$ cat config.mk
export PLATFORM = sky130hd
export DESIGN_NAME = spr_file
export DESIGN_NICKNAME = d
export VERILOG_FILES = /design/src/rtl/spr_file_pkg.sv /design/src/rtl/spr_timebase.sv /design/src/rtl/spr_file.sv
export SDC_FILE = /design/constraint.sdc
export NUM_CORES = 1
export LEC_CHECK = 0
export CAP_MARGIN = 15
export CORE_ASPECT_RATIO = 0.5
export CORE_MARGIN = 10
export CORE_UTILIZATION = 50
export CTS_BUF_LIST = sky130_fd_sc_hd__clkbuf_8
export DETAILED_ROUTE_END_ITERATION = 6
export PLACE_DENSITY = 0.75
export SLEW_MARGIN = 20
export SYNTH_ARGS = -nofsm -noshare
export SYNTH_HDL_FRONTEND = slang
export SYNTH_SLANG_ARGS = --single-unit
$ cat constraint.sdc
create_clock -name clk_i -period 10 [get_ports clk_i]
set_input_delay 2 -clock clk_i [delete_from_list [all_inputs] [get_ports clk_i]]
set_output_delay 2 -clock clk_i [all_outputs]
set_load 0.05 [all_outputs]
$ cat src/rtl/spr_file_pkg.sv
// Shared types and SPR numbers for the special-purpose-register move path.
// Bit numbering follows the big-endian convention: bit 0 is the MSB of a word.
package spr_file_pkg;

    typedef logic [9:0]  spr_num_t;
    typedef logic [31:0] word_t;

    localparam spr_num_t SPR_DEC   = 10'd22;
    localparam spr_num_t SPR_TBL_R = 10'd268;
    localparam spr_num_t SPR_TBU_R = 10'd269;
    localparam spr_num_t SPR_SPRG0 = 10'd272;
    localparam spr_num_t SPR_TBL_W = 10'd284;
    localparam spr_num_t SPR_TBU_W = 10'd285;

    typedef struct packed {
        logic     write;
        spr_num_t sel;
        word_t    data;
    } spr_req_t;

    // Big-endian bit select: n = 0 addresses the most significant bit.
    function automatic logic be_bit(input word_t w, input int n);
        return w[31-n];
    endfunction

endpackage

$ cat src/rtl/spr_timebase.sv
// Prescaler, 64-bit timebase and decrementer with its level interrupt.
// Register writes take priority over a same-cycle tick.
module spr_timebase
    import spr_file_pkg::*;
#(
    parameter int TB_DIV = 1
) (
    input  logic        clk_i,
    input  logic        reset_i,
    input  logic        tb_enable_i,
    input  logic        tbl_we_i,
    input  logic        tbu_we_i,
    input  logic        dec_we_i,
    input  word_t       wdata_i,
    input  logic        dec_ack_i,
    output logic [63:0] tb_o,
    output word_t       dec_o,
    output logic        dec_irq_o,
    output logic        tick_o
);

    localparam int PW = (TB_DIV > 1) ? $clog2(TB_DIV) : 1;

    logic [PW-1:0] presc_q, presc_d;
    logic [63:0]   tb_q, tb_d;
    word_t         dec_q, dec_d;
    logic          irq_q, irq_d;
    logic          tick;
    logic          irq_set, irq_clr;

    always_comb begin
        tick    = tb_enable_i && (presc_q == PW'(TB_DIV - 1));
        presc_d = presc_q;
        if (tb_enable_i) begin
            presc_d = tick ? '0 : presc_q + PW'(1);
        end

        // Any TB write suppresses the whole increment, so no carry crosses words.
        tb_d = tb_q;
        if (tbl_we_i) begin
            tb_d[31:0] = wdata_i;
        end else if (tbu_we_i) begin
            tb_d[63:32] = wdata_i;
        end else if (tick) begin
            tb_d = tb_q + 64'd1;
        end

        dec_d = dec_q;
        if (dec_we_i) begin
            dec_d = wdata_i;
        end else if (tick) begin
            dec_d = dec_q - 32'd1;
        end

        irq_set = tick && !dec_we_i && !be_bit(dec_q, 0) && be_bit(dec_d, 0);
        irq_clr = dec_ack_i || (dec_we_i && !be_bit(wdata_i, 0));
        irq_d   = irq_set ? 1'b1 : (irq_clr ? 1'b0 : irq_q);
    end

    always_ff @(posedge clk_i or posedge reset_i) begin
        if (reset_i) begin
            presc_q <= '0;
            tb_q    <= '0;
            dec_q   <= '0;
            irq_q   <= 1'b0;
        end else begin
            presc_q <= presc_d;
            tb_q    <= tb_d;
            dec_q   <= dec_d;
            irq_q   <= irq_d;
        end
    end

    assign tb_o      = tb_q;
    assign dec_o     = dec_q;
    assign dec_irq_o = irq_q;
    assign tick_o    = tick;

endmodule

$ cat src/rtl/spr_file.sv
// SPR responder: decodes mtspr/mfspr requests, holds the SPRGs and returns a
// registered response one cycle after acceptance.
module spr_file
    import spr_file_pkg::*;
#(
    parameter int TB_DIV   = 1,
    parameter int NUM_SPRG = 4
) (
    input  logic        clk_i,
    input  logic        reset_i,
    input  logic        req_valid_i,
    output logic        req_ready_o,
    input  logic        req_write_i,
    input  logic [9:0]  req_sel_i,
    input  logic [31:0] req_data_i,
    output logic        resp_valid_o,
    input  logic        resp_ready_i,
    output logic [31:0] resp_data_o,
    output logic        resp_err_o,
    input  logic        tb_enable_i,
    output logic        dec_irq_o,
    input  logic        dec_ack_i
);

    // Handshake: a request transfers on req_valid & req_ready; a response
    // transfers on resp_valid & resp_ready and is held stable until then.
    spr_req_t      req;
    logic          accept;
    logic          resp_valid_q;
    word_t         resp_data_q, resp_data_d;
    logic          resp_err_q, resp_err_d;
    word_t         sprg_q [NUM_SPRG];
    logic [NUM_SPRG-1:0] sprg_we;
    logic          dec_we, tbl_we, tbu_we;
    logic [63:0]   tb;
    word_t         dec;
    logic          tick_unused;

    assign req         = '{write: req_write_i, sel: req_sel_i, data: req_data_i};
    assign req_ready_o = !resp_valid_q || resp_ready_i;
    assign accept      = req_valid_i && req_ready_o;

    always_comb begin
        resp_data_d = '0;
        resp_err_d  = 1'b0;
        dec_we      = 1'b0;
        tbl_we      = 1'b0;
        tbu_we      = 1'b0;
        sprg_we     = '0;
        case (req.sel)
            SPR_DEC: begin
                if (req.write) dec_we = accept;
                else           resp_data_d = dec;
            end
            SPR_TBL_R: begin
                if (req.write) resp_err_d = 1'b1;
                else           resp_data_d = tb[31:0];
            end
            SPR_TBU_R: begin
                if (req.write) resp_err_d = 1'b1;
                else           resp_data_d = tb[63:32];
            end
            SPR_TBL_W: begin
                if (req.write) tbl_we = accept;
                else           resp_err_d = 1'b1;
            end
            SPR_TBU_W: begin
                if (req.write) tbu_we = accept;
                else           resp_err_d = 1'b1;
            end
            default: begin
                resp_err_d = 1'b1;
                for (int i = 0; i < NUM_SPRG; i++) begin
                    if (req.sel == SPR_SPRG0 + spr_num_t'(i)) begin
                        resp_err_d = 1'b0;
                        if (req.write) sprg_we[i] = accept;
                        else           resp_data_d = sprg_q[i];
                    end
                end
            end
        endcase
    end

    always_ff @(posedge clk_i or posedge reset_i) begin
        if (reset_i) begin
            resp_valid_q <= 1'b0;
            resp_data_q  <= '0;
            resp_err_q   <= 1'b0;
        end else if (accept) begin
            resp_valid_q <= 1'b1;
            resp_data_q  <= resp_data_d;
            resp_err_q   <= resp_err_d;
        end else if (resp_ready_i) begin
            resp_valid_q <= 1'b0;
        end
    end

    always_ff @(posedge clk_i or posedge reset_i) begin
        if (reset_i) begin
            for (int i = 0; i < NUM_SPRG; i++) sprg_q[i] <= '0;
        end else begin
            for (int i = 0; i < NUM_SPRG; i++) begin
                if (sprg_we[i]) sprg_q[i] <= req.data;
            end
        end
    end

    spr_timebase #(.TB_DIV(TB_DIV)) u_timebase (
        .clk_i       (clk_i),
        .reset_i     (reset_i),
        .tb_enable_i (tb_enable_i),
        .tbl_we_i    (tbl_we),
        .tbu_we_i    (tbu_we),
        .dec_we_i    (dec_we),
        .wdata_i     (req.data),
        .dec_ack_i   (dec_ack_i),
        .tb_o        (tb),
        .dec_o       (dec),
        .dec_irq_o   (dec_irq_o),
        .tick_o      (tick_unused)
    );

    assign resp_valid_o = resp_valid_q;
    assign resp_data_o  = resp_data_q;
    assign resp_err_o   = resp_err_q;

endmodule

Yosys cells after proc, flatten, opt, wreduce, memory -nomap -nowiden
Cells that the tools add are included.
Word-level totals
  flip-flop bits (word level): 260
  input port bits: 49
  output and inout port bits: 36
  word-level logic and storage cells: 89
Operators by class
  add/sub/neg operators: 3
  equality and inequality tests: 10
  muxes and demuxes: 39
  bitwise operators: 2
  reduce and logical (&&, ||, !) cells: 22
Operators by type and width (number)
  $mux W32: 16
  $pmux W32 S4: 1
  $eq A10 B9 Y1 const B: 8
  $add A64 B1 Y64 const B: 1
  $mux W64: 1
  $sub A32 B1 Y32 const B: 1
  $mux W1: 19
  $eq A10 B5 Y1 const B: 1
  $reduce_bool A2 Y1: 5
  $logic_and A1 B1 Y1: 6
  $reduce_or A5 Y1: 1
  $logic_not A1 Y1: 4
  $mux W4: 1
  $reduce_and A2 Y1: 2
  $reduce_or A2 Y1: 2
  $pmux W1 S3: 1
  $logic_or A1 B1 Y1: 2
  $ne A2 B2 Y1 const B: 1
  $not A1 Y1: 2
  $add A1 B1 Y1 const B: 1

Logic depth before layout (Yosys ltp)
  word-level depth: 10
  mapped depth: 8
  mapped depth without buffers: 8

By module
From an unflattened synthesis, not the netlist that was laid out.
Second synthesis, totals
  cells, all modules: 1223
  area total of the unflattened synthesis: 13725.7 um^2
By module, submodules not included
  spr_file: instances 1, cells an instance 565, area each 8042.7 um^2, sequential area each 4053.9 um^2
  spr_timebase: instances 1, cells an instance 658, area each 5683.0 um^2, sequential area each 2452.4 um^2

Worst setup path before layout
Ideal clock, no wire load.
  path kind: input-to-output
  start point: input port resp_ready_i
  end point: output port req_ready_o
  arrival time: 2.367 ns
  data required time: 8.000 ns
  path slack: 5.633 ns
  stages: 2
  buffers on the path: 1
  cells stage by stage: nand2b_1 > buf_2
Between the ends
  longest elaborated chain between the ends: 1
RTL lines
  from (decl): line spr_file.sv:17  | input logic resp_ready_i,
  $logic_or A1 B1 Y1: line spr_file.sv:40  | assign req_ready_o = !resp_valid_q || resp_ready_i;
  to (decl): line spr_file.sv:12  | output logic req_ready_o,
Every way passes these cells.

Worst setup path in the final report
Same ends and word-level chain as after synthesis.

==> flow_summary_export.csv <==
group,metric,value,unit
pwr,total_power,2.543,mW
placed_design,place_area,14680,um2
route,dr_total_vias,10630,
worst_setup_path,end_kind,"output pin",
route,post_drt_via_cell_ratio,6.169,
synth,syn_nets,1322,
pwr,power_frac_seq,0.491,
timing,hold_slack,489.2,ps
pwr,ir_drop,0.08265,mV
placed_design,portBuffers,84,
pwr,clkPwrFrac,0.366,
layout,syn_to_final_growth,15.17,%
synth,syn_inst,1271,
global_route,grt_usage,0.2213,
layout,fillers,2182,
placed_design,pre_cts_slack,4457,ps
layout,fin_nets,1392,
global_route,grt_busiest_layer,"met2",
synth,yosysUniqueCellTypes,59,
layout,fin_cells,1723,
layout,final_util,0.5859,
synth,synth_top_cell_by_area,"dfrtp_1",
timing,clock.fmax,180.1,MHz
floorplan,initial_core_util,0.5087,
run_status,status,"finished, final reports clean",
clocking,cts_tree,"done",
synth,async_reset_ff_frac,1.000,
synth,netlist_area,13470,um2
global_route,grt_use_met2,0.3461,
pwr,powerDensity,163.9,nW/um2
floorplan,dieArea,34310,um2
layout,seq_area,6506,um2
clocking,root_buffer,"clkbuf_8",
placed_design,place_congestion,0.9383,
timing,maxSlewViolCount,0,
route,first_pass_iters,7,
clocking,numCtsBuffers,39,
layout,diodes,0,
route,drc_errors,0,
timing,period_needed,5553,ps
timing,finalSetupTns,0,ps
floorplan,die_w,252.2,um
clocking,cts_sinks,260,
clocking,clk_latency,560,ps
layout,drive_gt1_frac,0.2239,
global_route,grtUsageMet3,0.05069,
clocking,clockBufferDepth,3,
timing,hold_viol,0,
floorplan,boundaryPins,85,
clocking,cts-htree-levels,2,
synth,ys_top_cells_by_count,"260 x dfrtp_1, 200 x mux2_2, 145 x nand2_1, 116 x o21ai_0, 61 x xnor2_1",
synth,synth_edf_count,0,
floorplan,core,26490,um2
global_route,grt_pass1_wl,60780,um
global_route,grt_pass1_vias,10870,
route,ant_nets,0,
worst_setup_path,crit_arrival,3550,ps
pwr,p_sw,0.7469,mW
global_route,use_met1,0.2994,
synth,ys_top_cells_by_area,"dfrtp_1 48%, mux2_2 17%, o21ai_0 4.3%, nand2_1 4.0%, xnor2_1 4.0%",
floorplan,num_rows,42,
route,routedWlPerCell,22.15,um
pwr,power.internal,1.796,mW
worst_hold_path,hold_class,"flip-flop to flip-flop",
timing,finalCritPeriodShare,0.5553,
synth,ys.flop_type,"dfrtp_1",
global_route,antenna_found_initial,0,
synth,synth_seq_cells,260,
synth,yosys_warnings,0,
worst_setup_path,worstSetupStartpointType,"input pin",
clocking,postCtsSetupBuffers,0,
synth,yosys.area.top_type_share,0.4829,
layout,fin_area,15520,um2
layout,multiInputGateArea,6650,um2
global_route,grt_max_degree,117,
floorplan,dieHeight,136.1,um
pwr,p_comb_frac,0.143,
synth,yosysSeqAreaShare,0.4829,
timing,worst_slew_pin_slew,1050,ps
pwr,p_leak,6.601,nW
timing,finClkSkew,15.43,ps
timing,setup_viol,0,
route,wirelength,38160,um
timing,relSlewSlack,0.3003,
clocking,ctsHoldBuffers,0,
worst_setup_path,required,8000,ps
clocking,ctsResizeCount,0,
route,dr.first_iter.drc_count,1290,
timing,rsz0062_at_grt,"no",
global_route,grt_overflow,0,
placed_design,dp.cells,1652,
timing,setup_ws,4447,ps
synth,yosysMostFrequentCell,"dfrtp_1",
synth,synth_area_per_cell,10.60,um2
worst_setup_path,critical_path_class,"input pin to output pin",
clocking,path_clk_slew,70,ps
pwr,switching_share,0.2937,
run,maxCapViolCount,0,
worst_setup_path,cp_max_fo,6,
placed_design,dp_hpwl,25550,um
## power by group through the flow
stage / registers [mW] / clock network [mW] / logic (mW)
3_5_place_dp: 1.26 / 0 / 0.357
5_1_grt: 1.26 / 0.995 / 0.401
4_1_cts: 1.24 / 0.945 / 0.361
6_report: 1.25 / 0.932 / 0.364
3_3_place_gp: 1.25 / 0 / 0.345
2_1_floorplan: 1.24 / 0 / 0.254
## routing by layer
layer | part of all wire | wire length, um | up-vias
li1 | - | - | 4758
met1 | 0.45 | 17010 | 5349
met3 | 0.087 | 3326 | 72
met5 | 0 | 0 | -
met4 | 0.021 | 788 | 0
met2 | 0.45 | 17030 | 451
## worst paths after layout
path                                       from                 end  slack [ps]  cells after the start
worst max register to register     resp_valid_o  u_timebase.tb_o[7]        7150                      6
worst min-delay path            resp_data_o[15]     resp_data_o[15]         490                      2
min in group asynchronous               reset_i         sprg_q[120]        2020                      2
worst min register to register  resp_data_o[15]     resp_data_o[15]         490                      2
max in group asynchronous               reset_i          sprg_q[74]        6500                      3
worst max-delay path               resp_ready_i         req_ready_o        4450                      3
## flip-flops by register name, summed over array words and instances, names as in the netlist
register,flops
resp_data_o,32
resp_err_o,1
resp_valid_o,1
sprg_q,128
u_timebase.dec_irq_o,1
u_timebase.dec_o,32
u_timebase.presc_q,1
u_timebase.tb_o,64
## cell families (layout without fill, tap and decap cells)
| logic type | count (synthesis) | after routing | share of synthesized area |
|---|---|---|---|
| adder cells (fa/ha/maj) | 2 | 2 | 0.001857 |
| XOR/XNOR | 80 | 80 | 0.05200 |
| buffers and inverters | 86 | 186 | 0.02609 |
| AO/OA/AOI/OAI | 246 | 246 | 0.1104 |
| multiplexers | 224 | 224 | 0.1850 |
| flip-flops | 260 | 260 | 0.4829 |
| AND/OR/NAND/NOR | 373 | 373 | 0.1418 |
## placed cells by master (no fill, tap or decap), drive strengths merged, types with 5 or more instances in the layout
cell / instances
and3: 9
nor3: 37
o211ai: 6
nor4: 32
xor2: 19
nand3b: 5
nor2: 61
clkbuf: 50
inv: 24
nor2b: 7
nand2b: 8
clkdlybuf4s50: 83
a21oi: 41
a221oi: 46
xnor2: 61
dfrtp: 260
nand3: 26
a211oi: 9
mux2: 200
o21ai: 130
nand4: 18
mux2i: 24
buf: 20
nand2: 145
## critical path, cell delays in order
cell,delay [ps]
clkdlybuf4s50_1,440
nand2b_1,240
clkdlybuf4s50_1,860
## final cells by class
type	count	area share
clock inverters	21	0.009514
repair buffers	103	0.06660
clock buffers	50	0.04434
flip-flops and latches	260	0.4193
inverters	12	0.003386
multi-input cells	925	0.4285
well taps	352	0.02838
Note: power is estimated with default switching activity, not from simulation.
